<file path="config.mk">
export PLATFORM = sky130hd
export DESIGN_NAME = fifo_queue
export DESIGN_NICKNAME = d
export VERILOG_FILES = /design/src/rtl/fifo_queue.sv
export SDC_FILE = /design/constraint.sdc
export NUM_CORES = 1
export LEC_CHECK = 0
export CORE_UTILIZATION = 40
export DETAILED_ROUTE_END_ITERATION = 7
export PLACE_DENSITY = 0.53
export SLEW_MARGIN = 10
export SYNTH_ARGS = -nofsm -noshare
export SYNTH_HDL_FRONTEND = slang
export SYNTH_SLANG_ARGS = --single-unit
</file>
<file path="constraint.sdc">
create_clock -name clk -period 3.5 [get_ports clk]
set_input_delay 0.35 -clock clk [delete_from_list [all_inputs] [get_ports clk]]
set_output_delay 0.35 -clock clk [all_outputs]
set_load 0.02 [all_outputs]
</file>
<file path="src/rtl/fifo_queue.sv">
// fifo_queue: 16 x 11 register-based first-in-first-out queue.
// Writes enter at the tail and reads drain from the head. Read data is
// registered with a one-cycle valid strobe. Occupancy drives full/empty,
// and sticky overflow/underflow flags record refused requests.
module fifo_queue #(
    parameter int DATA_W = 11,
    parameter int DEPTH  = 16,
    parameter int ADDR_W = 4
) (
    input  logic              clk,
    input  logic              rst,
    input  logic              wr_en,
    input  logic              rd_en,
    input  logic [DATA_W-1:0] din,
    output logic [DATA_W-1:0] dout,
    output logic              dout_valid,
    output logic              full,
    output logic              empty,
    output logic [ADDR_W:0]   count,
    output logic              overflow,
    output logic              underflow
);

    localparam logic [ADDR_W:0]   CNT_FULL = (ADDR_W + 1)'(DEPTH);
    localparam logic [ADDR_W:0]   CNT_ONE  = (ADDR_W + 1)'(1);
    localparam logic [ADDR_W-1:0] PTR_ONE  = ADDR_W'(1);

    logic [DATA_W-1:0] r_mem [DEPTH];
    logic [ADDR_W-1:0] r_wr_ptr;
    logic [ADDR_W-1:0] r_rd_ptr;
    logic [ADDR_W:0]   r_count;
    logic [DATA_W-1:0] r_dout;
    logic              r_dout_valid;
    logic              r_overflow;
    logic              r_underflow;

    logic              w_full;
    logic              w_empty;
    logic              w_rd_acc;
    logic              w_wr_acc;

    // Status and accept decisions come only from registered occupancy.
    // A write into a full queue is accepted when a read frees the head
    // slot in the same cycle; a read from an empty queue is never bypassed.
    always_comb begin
        w_full   = (r_count == CNT_FULL);
        w_empty  = (r_count == '0);
        w_rd_acc = rd_en && !w_empty;
        w_wr_acc = wr_en && (!w_full || w_rd_acc);
    end

    // Storage array write; the array itself is not reset.
    always_ff @(posedge clk) begin
        if (!rst && w_wr_acc) begin
            r_mem[r_wr_ptr] <= din;
        end
    end

    // Pointers, occupancy, registered read data and sticky error flags.
    always_ff @(posedge clk) begin
        if (rst) begin
            r_wr_ptr     <= '0;
            r_rd_ptr     <= '0;
            r_count      <= '0;
            r_dout       <= '0;
            r_dout_valid <= 1'b0;
            r_overflow   <= 1'b0;
            r_underflow  <= 1'b0;
        end else begin
            if (w_wr_acc) begin
                r_wr_ptr <= r_wr_ptr + PTR_ONE;
            end
            // When full with a simultaneous write, wr_ptr equals rd_ptr; the
            // non-blocking read below still returns the old head word.
            if (w_rd_acc) begin
                r_dout   <= r_mem[r_rd_ptr];
                r_rd_ptr <= r_rd_ptr + PTR_ONE;
            end
            r_dout_valid <= w_rd_acc;
            case ({w_wr_acc, w_rd_acc})
                2'b10:   r_count <= r_count + CNT_ONE;
                2'b01:   r_count <= r_count - CNT_ONE;
                default: r_count <= r_count;
            endcase
            if (wr_en && !w_wr_acc) begin
                r_overflow <= 1'b1;
            end
            if (rd_en && !w_rd_acc) begin
                r_underflow <= 1'b1;
            end
        end
    end

    assign dout       = r_dout;
    assign dout_valid = r_dout_valid;
    assign full       = w_full;
    assign empty      = w_empty;
    assign count      = r_count;
    assign overflow   = r_overflow;
    assign underflow  = r_underflow;

endmodule

</file>
==> After elaboration in Yosys (flattened, before gate mapping) <==
Memory sizes are Yosys's and may differ from the RTL's. A register that Yosys moved wholly into a read port is not among the register bits.
Index checks and enable logic that the tools add are counted.
{ "word_totals": {"register_bits": 16, "mem_bits_rw": 176, "inputBits": 15, "output_inout_bits": 21, "word_cells": 30, "mem_count": 1} }
{ "memory_table": {"columns": ["memory", "words", "word_bits", "read_ports", "rd_ports_with_merged_regs", "wr", "line", "text"], "rows": [
  ["r_mem", 16, 11, 1, 1, 1, "28", "logic [DATA_W-1:0] r_mem [DEPTH];"]
]} }
{ "op_classes": {"add_sub_neg": 4, "eq_ne": 3, "muxes": 3, "reduce_logical": 13} }
{ "op_table": {"columns": ["cell", "count"], "rows": [
  ["$pmux 5 s2", 1],
  ["$add 4x1->4 const B", 2],
  ["$add 5x1->5 const B", 1],
  ["$eq 5x5->1 const B", 1],
  ["$logic_and 1x1->1", 5],
  ["$logic_not 1->1", 5],
  ["$logic_not 5->1", 1],
  ["$sub 5x1->5 const B", 1],
  ["$eq 2x1->1 const B", 1],
  ["$eq 2x2->1 const B", 1],
  ["$mux 1", 2],
  ["$reduce_bool 2->1", 1],
  ["$logic_or 1x1->1", 1]
]} }

==> Logic depth before layout (Yosys ltp) <==
Gate-level depths: netlist of the first run.
{ "logic_depth": {"word_depth": 8, "depth_mapped": 9, "depth_no_buf": 9} }

==> Worst setup path before layout of the first run <==
OpenSTA, ideal clock, no wires.
{ "synth_path": {"kind": "reg2reg", "startpoint": "register r_count[4], in the netlist count[4]", "endpoint": "register r_count[4], in the netlist count[4]", "setup_ns": 0.095, "t_arrival_ns": 2.609, "required_ns": 3.405, "setup_slack_ns": 0.796, "stages_incl_launch_ff": 9, "path_buffers": 0, "synth_period_minus_slack_ns": 2.704, "path_cell_list": "dfxtp_1 inv_1 a21oi_2 nand2b_1 fa_1 nand2b_1 a21oi_1 mux2_2 a221oi_1"} }
{ "synth_via": {"elab_chain_cells": 7, "word_cells_on_any_way": 13, "classes_between": "add/sub (2); eq/ne (3); mux (1); reduce/logical (7)"} }
{ "synth_rtl": {"columns": ["element", "line", "text"], "rows": [
  ["from (decl)", "31", "logic [ADDR_W:0] r_count;"],
  ["from (signal assigned)", "81", "2'b10: r_count <= r_count + CNT_ONE;"],
  ["from (signal assigned)", "82", "2'b01: r_count <= r_count - CNT_ONE;"],
  ["from (signal assigned)", "83", "default: r_count <= r_count;"],
  ["$logic_not 5->1", "47", "w_empty = (r_count == '0);"],
  ["$logic_not 1->1", "48", "w_rd_acc = rd_en && !w_empty;"],
  ["$logic_and 1x1->1", "48", null],
  ["$logic_or 1x1->1", "49", "w_wr_acc = wr_en && (!w_full || w_rd_acc);"],
  ["$logic_and 1x1->1", "49", null],
  ["$eq 2x1->1 or $eq 2x2->1 (tied branches)", "80", "case ({w_wr_acc, w_rd_acc})"],
  ["$pmux 5 s2 or $reduce_bool 2->1 (tied branches)", null, null]
]} }
Parallel ways exist; a longest one is shown, timed or not.
A chain may end at the register's enable or synchronous reset.

==> Final worst setup path of the first run <==
{ "layout_path": {"startpoint": "register r_count[2], in the netlist count[2]", "endpoint": "register r_count[4], in the netlist count[4]"} }
Same word-level chain as after synthesis.

==> impl_results.md, run 1 <==
* Ys async rst share at 0%
* CTS buffer count at 23
* Area delta synth->final at 18.10%
* Via Count at 4300
* Clk buf depth at 3
* Max-cap viol count at 0
* CTS tree: yes
* Full die area at 20910 um2
* Nets at 558
* Synthesized cell area at 8134 um2
* Core box area at 19720 um2
* Clock Pin Slew Worst Setup and Hold Paths at 0.06 ns
* Fill count at 1669
* Crit Path Category: reg -> reg
* Avg Inst Size Synth at 17.16 um2
* Leakage at 3.062 nW
* Crit end category: flip-flop
* Fin area at 9607 um2
* Post-DP HPWL at 10300 um
* RSZ-0062 raised after global routing: no
* Final wirelength at 17380 um
* Hold_buf cts at 0
* Placed cell area at 8871 um2
* GRT overflow at 0
* Slowest CP cell: nor4_1
* Share of layout cells above drive strength 1 at 16.52%
* H-Tree Depth at 1
* Count of final setup violators at 0
* Final hold vios at 0
* DR iter-0 viols at 277
* Synth top area cells: edfxtp_1 65%, dfxtp_1 6.6%, mux2i_1 5.8%
* CP required at 3.91 ns
* Syn Nets at 498
* Clk Latency, worst-skew pair at 0.51 ns
* Io pins at 36
* Worst Path Buf+Inv at 1
* WP data arrival at 3.33 ns
* Initial antenna violation count at 0
* Starting Density at 41.25%
* Routability cong. at 0.8102
* Top FF cell, synth: edfxtp_1
* Pins over their slew limit at 0
* Status: finished, final reports clean
* Die width at 144.6 um
* DRT Pass-1 Iters at 4
* TNS Setup at 0 ns
* Clock sinks at 203
* Post-synth EDFFs at 176
* Synth warnings at 0
* Slowest stage delay, CP at 0.69 ns
* Levels on crit path at 9
* Final worst slack at 0.5835 ns
* First-pass GRT wire length at 26170 um
* Max VDD drop at 0.0003133 V
* Leading area contributor after synthesis: edfxtp_1
* Library cells used by synthesis at 49
* Worst Tran Pin Value at 1.180 ns
* N_diodes at 0
* Fmax at 342.9 MHz
* HP Class: reg -> reg
* Top cell type's share of synthesized area at 64.97%
* DIE HEIGHT at 144.6 um
* Fin crit period at 2.917 ns
* Clock Skew at 0.01243 ns
* Syn Inst Count at 474
* Period utilisation layout at 83.33%
* Routed Antenna Nets at 0
* Power Density at 686.4 nW/um2
* Routed len/inst at 21.30 um
* Rows at 51
* Critical Path Most Common Cell: nand2b_1
* Post-synthesis sequential area ratio at 71.62%
* DR DRC count at 0
* Cell Chain, Critical Path: nor4_1 > a21oi_2 > nand2b_1 > inv_1 > ha_1 > nand2b_1 > a21oi_1 > mux2_2 > a221oi_1
* Post-CTS Resized at 0
* Global Route Usage Sum at 17.47%
* Hold depth at 2
* Slew headroom at 21.07%
* Startpoint types: flip-flop
* I/O Buffers at 35
* Number of setup buffers added after CTS at 0
* Critical path peak fanout at 5
* Flop and latch count out of synthesis at 203
* Place WS at 0.5696 ns
* CTS root buffer: clkbuf_16
* CP delay by family, top: simple AND/OR/NAND/NOR gates
* Vias per inst at 5.270
* Number of global-route vias before repair at 4272
* Cells on worst reg2reg path at 9
* Pin count of the biggest net entering global routing at 40
-- power by group --
group | total, mW | switching (mW) | internal [mW]
combinational | 1.41 | 0.783 | 0.627
sequential | 2.87 | 0.107 | 2.76
clock | 2.32 | 0.941 | 1.38
-- registers in the layout, summed over array words and instances (netlist names) --
signal / flops
underflow: 1
r_wr_ptr: 4
r_rd_ptr: 4
overflow: 1
dout_valid: 1
count: 5
dout: 11
r_mem: 176
-- worst reg2reg max path: cells and delay by family, from the launching register on --
kind / cells / cell delay [ns]
simple gates: 3 / 0.92
compound gates: 3 / 0.71
buf+inv: 1 / 0.09
fa+ha+maj: 1 / 0.36
mux: 1 / 0.38
flops: 1 / 0.35
-- final timing paths --
path / from / endpoint / slack (ns)
max: count[2]$_SDFFE_PP0P_ / count[4]$_SDFFE_PP0P_ / 0.58
min: overflow$_SDFFE_PP0P_ / overflow$_SDFFE_PP0P_ / 0.48
max reg2reg: count[2]$_SDFFE_PP0P_ / count[4]$_SDFFE_PP0P_ / 0.58
min reg2reg: overflow$_SDFFE_PP0P_ / overflow$_SDFFE_PP0P_ / 0.48
-- cell families (layout without fill, tap and decap cells) --
| logic type | after synthesis | after routing | share of synthesized area, % |
|---|---|---|---|
| DFF | 203 | 203 | 71.62 |
| and+or+nand+nor | 97 | 97 | 5.861 |
| muxes | 74 | 74 | 13.12 |
| AOI/OAI and AO/OA | 52 | 52 | 5.061 |
| buffers and inverters | 33 | 110 | 2.215 |
| adders and majority gates | 9 | 9 | 1.477 |
| xor gates and xnor gates | 6 | 6 | 0.6462 |
-- cells in the mapped netlist, types with 2 or more instances --
| library cell | n |
|---|---|
| o22ai_1 | 22 |
| mux2i_1 | 47 |
| mux4_1 | 6 |
| a22o_1 | 10 |
| a31oi_1 | 3 |
| ha_1 | 8 |
| dfxtp_1 | 27 |
| nand3_1 | 3 |
| mux4_2 | 16 |
| clkbuf_1 | 11 |
| buf_2 | 8 |
| xor2_1 | 3 |
| buf_6 | 3 |
| nand2b_1 | 5 |
| nor4_1 | 11 |
| nand2_1 | 8 |
| a211oi_1 | 2 |
| a21oi_1 | 4 |
| xnor2_1 | 3 |
| or3_1 | 3 |
| inv_1 | 8 |
| buf_4 | 2 |
| nor2b_1 | 3 |
| nor3_1 | 11 |
| nor2_1 | 45 |
| mux2_4 | 3 |
| edfxtp_1 | 176 |
| nand3b_1 | 2 |
-- stage by stage --
step                      instances  power, mW  utilization (%)  hold WS [ns]
final                           816      6.594            48.72        0.4780
after global routing            816      6.879            48.72        0.5157
after CTS                       816      6.667            48.72        0.4862
after detailed placement        774      4.339            44.99        0.4747
after global placement          774      4.327            44.99        0.4602
after floorplan                 474      3.876                -        0.4489
-- per-layer routing --
metal,global-route usage [%],share of wire [%],vias to the layer above
li1,-,-,1996
met1,24.42,46,2198
met2,28.26,48,71
met3,2.682,4.3,35
met4,4.986,1.9,0
met5,0,0,-
-- area by class of cell --
cell class              instances  area (um2)  share of cell area [%]
flip-flops and latches        203        5831                   60.69
clock buffers                  26       596.8                   6.213
clock inverters                16       138.9                   1.446
inverters                       8       30.03                  0.3126
well taps                     265       331.6                   3.451
repair buffers                 60       550.5                   5.731
multi-input cells             238        2128                   22.15
-- layout by cell type (no fill, tap or decap), types with 8 or more instances in the layout --
| master | synthesis | final |
|---|---|---|
| inv_1 | 8 | 8 |
| clkdlybuf4s50_1 | 0 | 35 |
| nor3_1 | 11 | 11 |
| mux4_2 | 16 | 16 |
| edfxtp_1 | 176 | 176 |
| clkbuf_16 | 0 | 23 |
| ha_1 | 8 | 8 |
| dfxtp_1 | 27 | 25 |
| nor2_1 | 45 | 45 |
| a22o_1 | 10 | 10 |
| nand2_1 | 8 | 8 |
| buf_4 | 2 | 24 |
| nor4_1 | 11 | 11 |
| mux2i_1 | 47 | 47 |
| o22ai_1 | 22 | 22 |
Power figures use the tool's default switching activity.
==> run 2, diff against run 1 <==
--- a/config.mk
+++ b/config.mk
@@ -7,7 +7,7 @@
 export LEC_CHECK = 0
 export CORE_UTILIZATION = 40
 export DETAILED_ROUTE_END_ITERATION = 7
-export PLACE_DENSITY = 0.53
+export PLACE_DENSITY = 0.55
 export SLEW_MARGIN = 10
 export SYNTH_ARGS = -nofsm -noshare
 export SYNTH_HDL_FRONTEND = slang
==> constraint.sdc (replaced) <==
create_clock -name clk -period 2.4 [get_ports clk]
set_input_delay 0.24 -clock clk [delete_from_list [all_inputs] [get_ports clk]]
set_output_delay 0.24 -clock clk [all_outputs]
set_load 0.02 [all_outputs]
==> impl_results.md, run 2 (synthesized netlist as in run 1, its figures left out) <==
* CTS buffer count at 22
* Pins over their slew limit at 0
* R2R Path Start: count[0]$_SDFFE_PP0P_
* Routed Antenna Nets at 0
* DR DRC count at 0
* Final hold vios at 0
* Share of layout cells above drive strength 1 at 19.72%
* Final worst slack at 0.08204 ns
* Total power at 10.31 mW
* Clock Pin Slew Worst Setup and Hold Paths at 0.06 ns
* Largest reg by FF count: r_mem
* WP data arrival at 2.08 ns
* DIE HEIGHT at 144.6 um
* DRT Pass-1 Iters at 4
* Number of global-route vias before repair at 4437
* Initial antenna violation count at 0
* Post-DP HPWL at 10640 um
* Met1 Use GR at 23.80%
* Worst Tran Pin Value at 0.9859 ns
* Hold depth at 2
* H-Tree Depth at 1
* Die width at 144.6 um
* CTS tree: yes
* Routed len/inst at 20.96 um
* Period utilisation layout at 96.58%
* Clock sinks at 203
* Nets at 571
* Slowest CP cell: or4_4
* Most common cell after layout, fill and taps aside: edfxtp_1
* N_diodes at 0
* Worst Path Buf+Inv at 2
* Clk buf depth at 3
* GRT overflow at 0
* Global Route Usage Sum at 17.50%
* Critical path peak fanout at 8
* End of the worst register-to-register path: r_mem[3][2]$_DFFE_PP_
* DR iter-0 viols at 323
* CP delay by family, top: simple AND/OR/NAND/NOR gates
* Fmax at 431.4 MHz
* Io pins at 36
* Cell Chain, Critical Path: buf_4 > or4_4 > nor2_2 > clkdlybuf4s15_2
* R2R setup slack at 0.14 ns
* Full die area at 20910 um2
* Clk Latency, worst-skew pair at 0.50 ns
* Vias per inst at 5.292
* Power Density at 1048 nW/um2
* Grt met2 use at 28.90%
* Met3 Track Usage GR at 3.212%
* CP required at 2.16 ns
* Pin count of the biggest net entering global routing at 32
* HP Class: reg -> reg
* Fin crit period at 2.318 ns
* Clock Skew at 0.01357 ns
* Max reg flops at 176
* Slew headroom at 34.14%
* Starting Density at 41.25%
* Fin Hold WS at 0.4743 ns
* CTS root buffer: clkbuf_16
* Leakage at 3.171 nW
* First-pass GRT wire length at 26330 um
* RSZ-0062 raised after global routing: no
* Count of final setup violators at 0
* Cells on worst reg2reg path at 6
* Core box area at 19720 um2
* HP Start: overflow$_SDFFE_PP0P_
* End of the worst hold path: overflow$_SDFFE_PP0P_
* Via Count at 4382
* Most frequent cells in the layout: 176 x edfxtp_1, 47 x mux2i_1, 44 x nor2_1, 37 x buf_4, 33 x clkdlybuf4s50_1
* Startpoint types: flip-flop
* Place WS at -0.005076 ns
* Max-cap viol count at 0
* Max VDD drop at 0.0005454 V
* Slowest stage delay, CP at 0.65 ns
* Placed cell area at 8965 um2
* I/O Buffers at 35
* Final wirelength at 17360 um
* Fill count at 1617
* Hold_buf cts at 0
* Routability cong. at 0.7533
* GRT Max-Usage Layer: met2
* Area delta synth->final at 20.92%
* Rows at 51
* Crit Path Category: reg -> out
* Status: finished, final reports clean
* Fin area at 9836 um2
* Crit end category: primary output
run 2: how the worst max path moves through the flow:
| stage | startpoint | end | slack, ns | cells past startpoint |
|---|---|---|---|---|
| 2_1_floorplan | count[0]$_SDFFE_PP0P_ | count[4]$_SDFFE_PP0P_ | 0.02 | 8 |
| 3_3_place_gp | rd_en | count[4]$_SDFFE_PP0P_ | 0.03 | 9 |
| 3_5_place_dp | rd_en | count[4]$_SDFFE_PP0P_ | -0.005 | 9 |
| 4_1_cts | count[2]$_SDFFE_PP0P_ | empty | 0.04 | 4 |
| 5_1_grt | count[0]$_SDFFE_PP0P_ | full | 0.009 | 4 |
| 6_report | count[0]$_SDFFE_PP0P_ | full | 0.08 | 4 |
run 2: metrics by stage:
stage / setup TNS [ns] / utilization, % / std cells
finish: 0 / 49.88 / 828
detailed placement: -0.005076 / 45.47 / 782
global placement: 0 / 45.47 / 782
floorplan: 0 / - / 474
global route: 0 / 49.88 / 828
CTS: 0 / 49.67 / 822
run 2: cell type report:
cell class | count | area, um2 | area share (%)
clock buffers | 25 | 593.1 | 6.030
inverters | 8 | 30.03 | 0.3053
clock inverters | 15 | 234.0 | 2.379
flip-flops and latches | 203 | 5833 | 59.31
repair buffers | 74 | 664.4 | 6.755
multi-input cells | 238 | 2150 | 21.85
well taps | 265 | 331.6 | 3.371
run 2: per-layer routing:
layer	vias up	routed length (um)	part of all wire, %
met5	-	0	0
met4	0	276	1.6
met3	23	1141	6.6
met2	115	8389	48
met1	2221	7548	43
li1	2023	-	-
run 2: what timing repair did:
action	4_1_cts	5_1_grt
buffers inserted	0	6
gates resized for setup	6	2
pin swaps	0	3
setup endpoints to repair	2	3
run 2: where the power goes:
group / internal, mW / leakage [nW] / switching, mW
sequential: 4.03 / 1.81 / 0.140
clock: 2.42 / 0.396 / 1.34
combinational: 1.13 / 0.966 / 1.24
total: 7.58 / 3.17 / 2.73
run 2: tightest hold or removal path: cells and delay by family (launching register included):
family           cells  cell delay (ns)
AND/OR/NAND/NOR      1             0.07
flip-flops           1             0.33
AO/OA/AOI/OAI        1             0.04
==> run 3, diff against run 2 <==
--- a/config.mk
+++ b/config.mk
@@ -12,3 +12,4 @@
 export SYNTH_ARGS = -nofsm -noshare
 export SYNTH_HDL_FRONTEND = slang
 export SYNTH_SLANG_ARGS = --single-unit
+export TNS_END_PERCENT = 30
==> impl_results.md, run 3 (synthesized netlist as in run 1, its figures left out) <==
* Status: finished, final reports clean
* Fin crit period at 2.332 ns
* Placed cell area at 8965 um2
* Most common cell after layout, fill and taps aside: edfxtp_1
* Fill count at 1615
* Area delta synth->final at 20.72%
* Leakage at 3.158 nW
* Critical path peak fanout at 8
* Io pins at 36
* Vias per inst at 5.332
* Core box area at 19720 um2
* CP required at 2.16 ns
* R2R setup slack at 0.14 ns
* H-Tree Depth at 1
* DIE HEIGHT at 144.6 um
* RSZ-0062 raised after global routing: yes
* Startpoint types: flip-flop
* Die width at 144.6 um
* Max VDD drop at 0.0005424 V
* Fmax at 428.8 MHz
* Rows at 51
* Period utilisation layout at 97.17%
* Hold_buf cts at 0
* Largest reg by FF count: r_mem
* Clk buf depth at 3
* Clock Skew at 0.01196 ns
* Share of layout cells above drive strength 1 at 19.29%
* Count of final setup violators at 0
* GRT overflow at 0
* Worst Tran Pin Value at 0.9926 ns
* Clk Latency, worst-skew pair at 0.50 ns
* CTS root buffer: clkbuf_16
* Routability cong. at 0.7533
* Clock sinks at 203
* Most frequent cells in the layout: 176 x edfxtp_1, 47 x mux2i_1, 44 x nor2_1, 34 x buf_4, 33 x clkdlybuf4s50_1
* DR DRC count at 0
* CTS buffer count at 22
* Place WS at -0.005076 ns
* Global Route Usage Sum at 17.50%
* First-pass GRT wire length at 26330 um
* Full die area at 20910 um2
* Crit Path Category: reg -> out
* Via Count at 4399
* CTS tree: yes
* Total power at 10.22 mW
* Fin Hold WS at 0.4763 ns
* Placed cell count at 782
* Routed len/inst at 21.14 um
* Util after Layout at 49.80%
* DR iter-0 viols at 331
* Final worst slack at 0.06781 ns
* Fin area at 9819 um2
* Routed Antenna Nets at 0
* Pin count of the biggest net entering global routing at 32
* Number of global-route vias before repair at 4437
* HP Class: reg -> reg
* Final hold vios at 0
* Initial antenna violation count at 0
* Cells on worst reg2reg path at 9
* I/O Buffers at 35
* Crit end category: primary output
* TNS Setup at 0 ns
* Slew headroom at 33.69%
* Max-cap viol count at 0
* Max reg flops at 176
* Final wirelength at 17440 um
* Pins over their slew limit at 0
* DRT Pass-1 Iters at 8
* Post-DP HPWL at 10640 um
* WP data arrival at 2.09 ns
* Nets at 568
* Clock Pin Slew Worst Setup and Hold Paths at 0.06 ns
* N_diodes at 0
* Post-Layout Cell Count at 825
* Hold depth at 2
* Power Density at 1041 nW/um2
* Starting Density at 41.25%
[run 3: layout make-up]
| cell class | instances | area, um2 | share of cell area (%) |
|---|---|---|---|
| Clock buffer | 25 | 593.1 | 6.040 |
| Clock inverter | 15 | 234.0 | 2.383 |
| Inverter | 8 | 30.03 | 0.3058 |
| Multi-Input combinational cell | 238 | 2150 | 21.89 |
| Sequential cell | 203 | 5833 | 59.40 |
| Tap cell | 265 | 331.6 | 3.377 |
| Timing Repair Buffer | 71 | 648.1 | 6.600 |
[run 3: final timing paths]
path                    startpoint                     to
max          count[2]$_SDFFE_PP0P_                  empty
min          overflow$_SDFFE_PP0P_  overflow$_SDFFE_PP0P_
max reg2reg  count[3]$_SDFFE_PP0P_  count[4]$_SDFFE_PP0P_
min reg2reg  overflow$_SDFFE_PP0P_  overflow$_SDFFE_PP0P_
[run 3: routing by layer]
| metal | part of all wire [%] | global-route usage, % |
|---|---|---|
| met4 | 2.1 | 4.488 |
| met5 | 0 | 0 |
| met2 | 48 | 28.90 |
| met1 | 45 | 23.80 |
| met3 | 5.2 | 3.212 |
[run 3: power breakdown]
part,total (mW),switching (mW),leakage [nW],internal [mW]
combinational,2.29,1.22,0.953,1.07
sequential,4.17,0.139,1.81,4.03
clock,3.76,1.34,0.396,2.42
[run 3: worst max-delay path, cell delays in order, from the launching register on]
cell	delay (ns)
dfxtp_1	0.33
buf_4	0.16
or4_4	0.65
nor2_4	0.18
clkdlybuf4s15_2	0.28
[run 3: timing repair]
item,4_1_cts,5_1_grt
cloned,0,0
setup endpoints to repair,2,3
resized for setup,6,1
pin swaps,0,1
buffers inserted,0,3
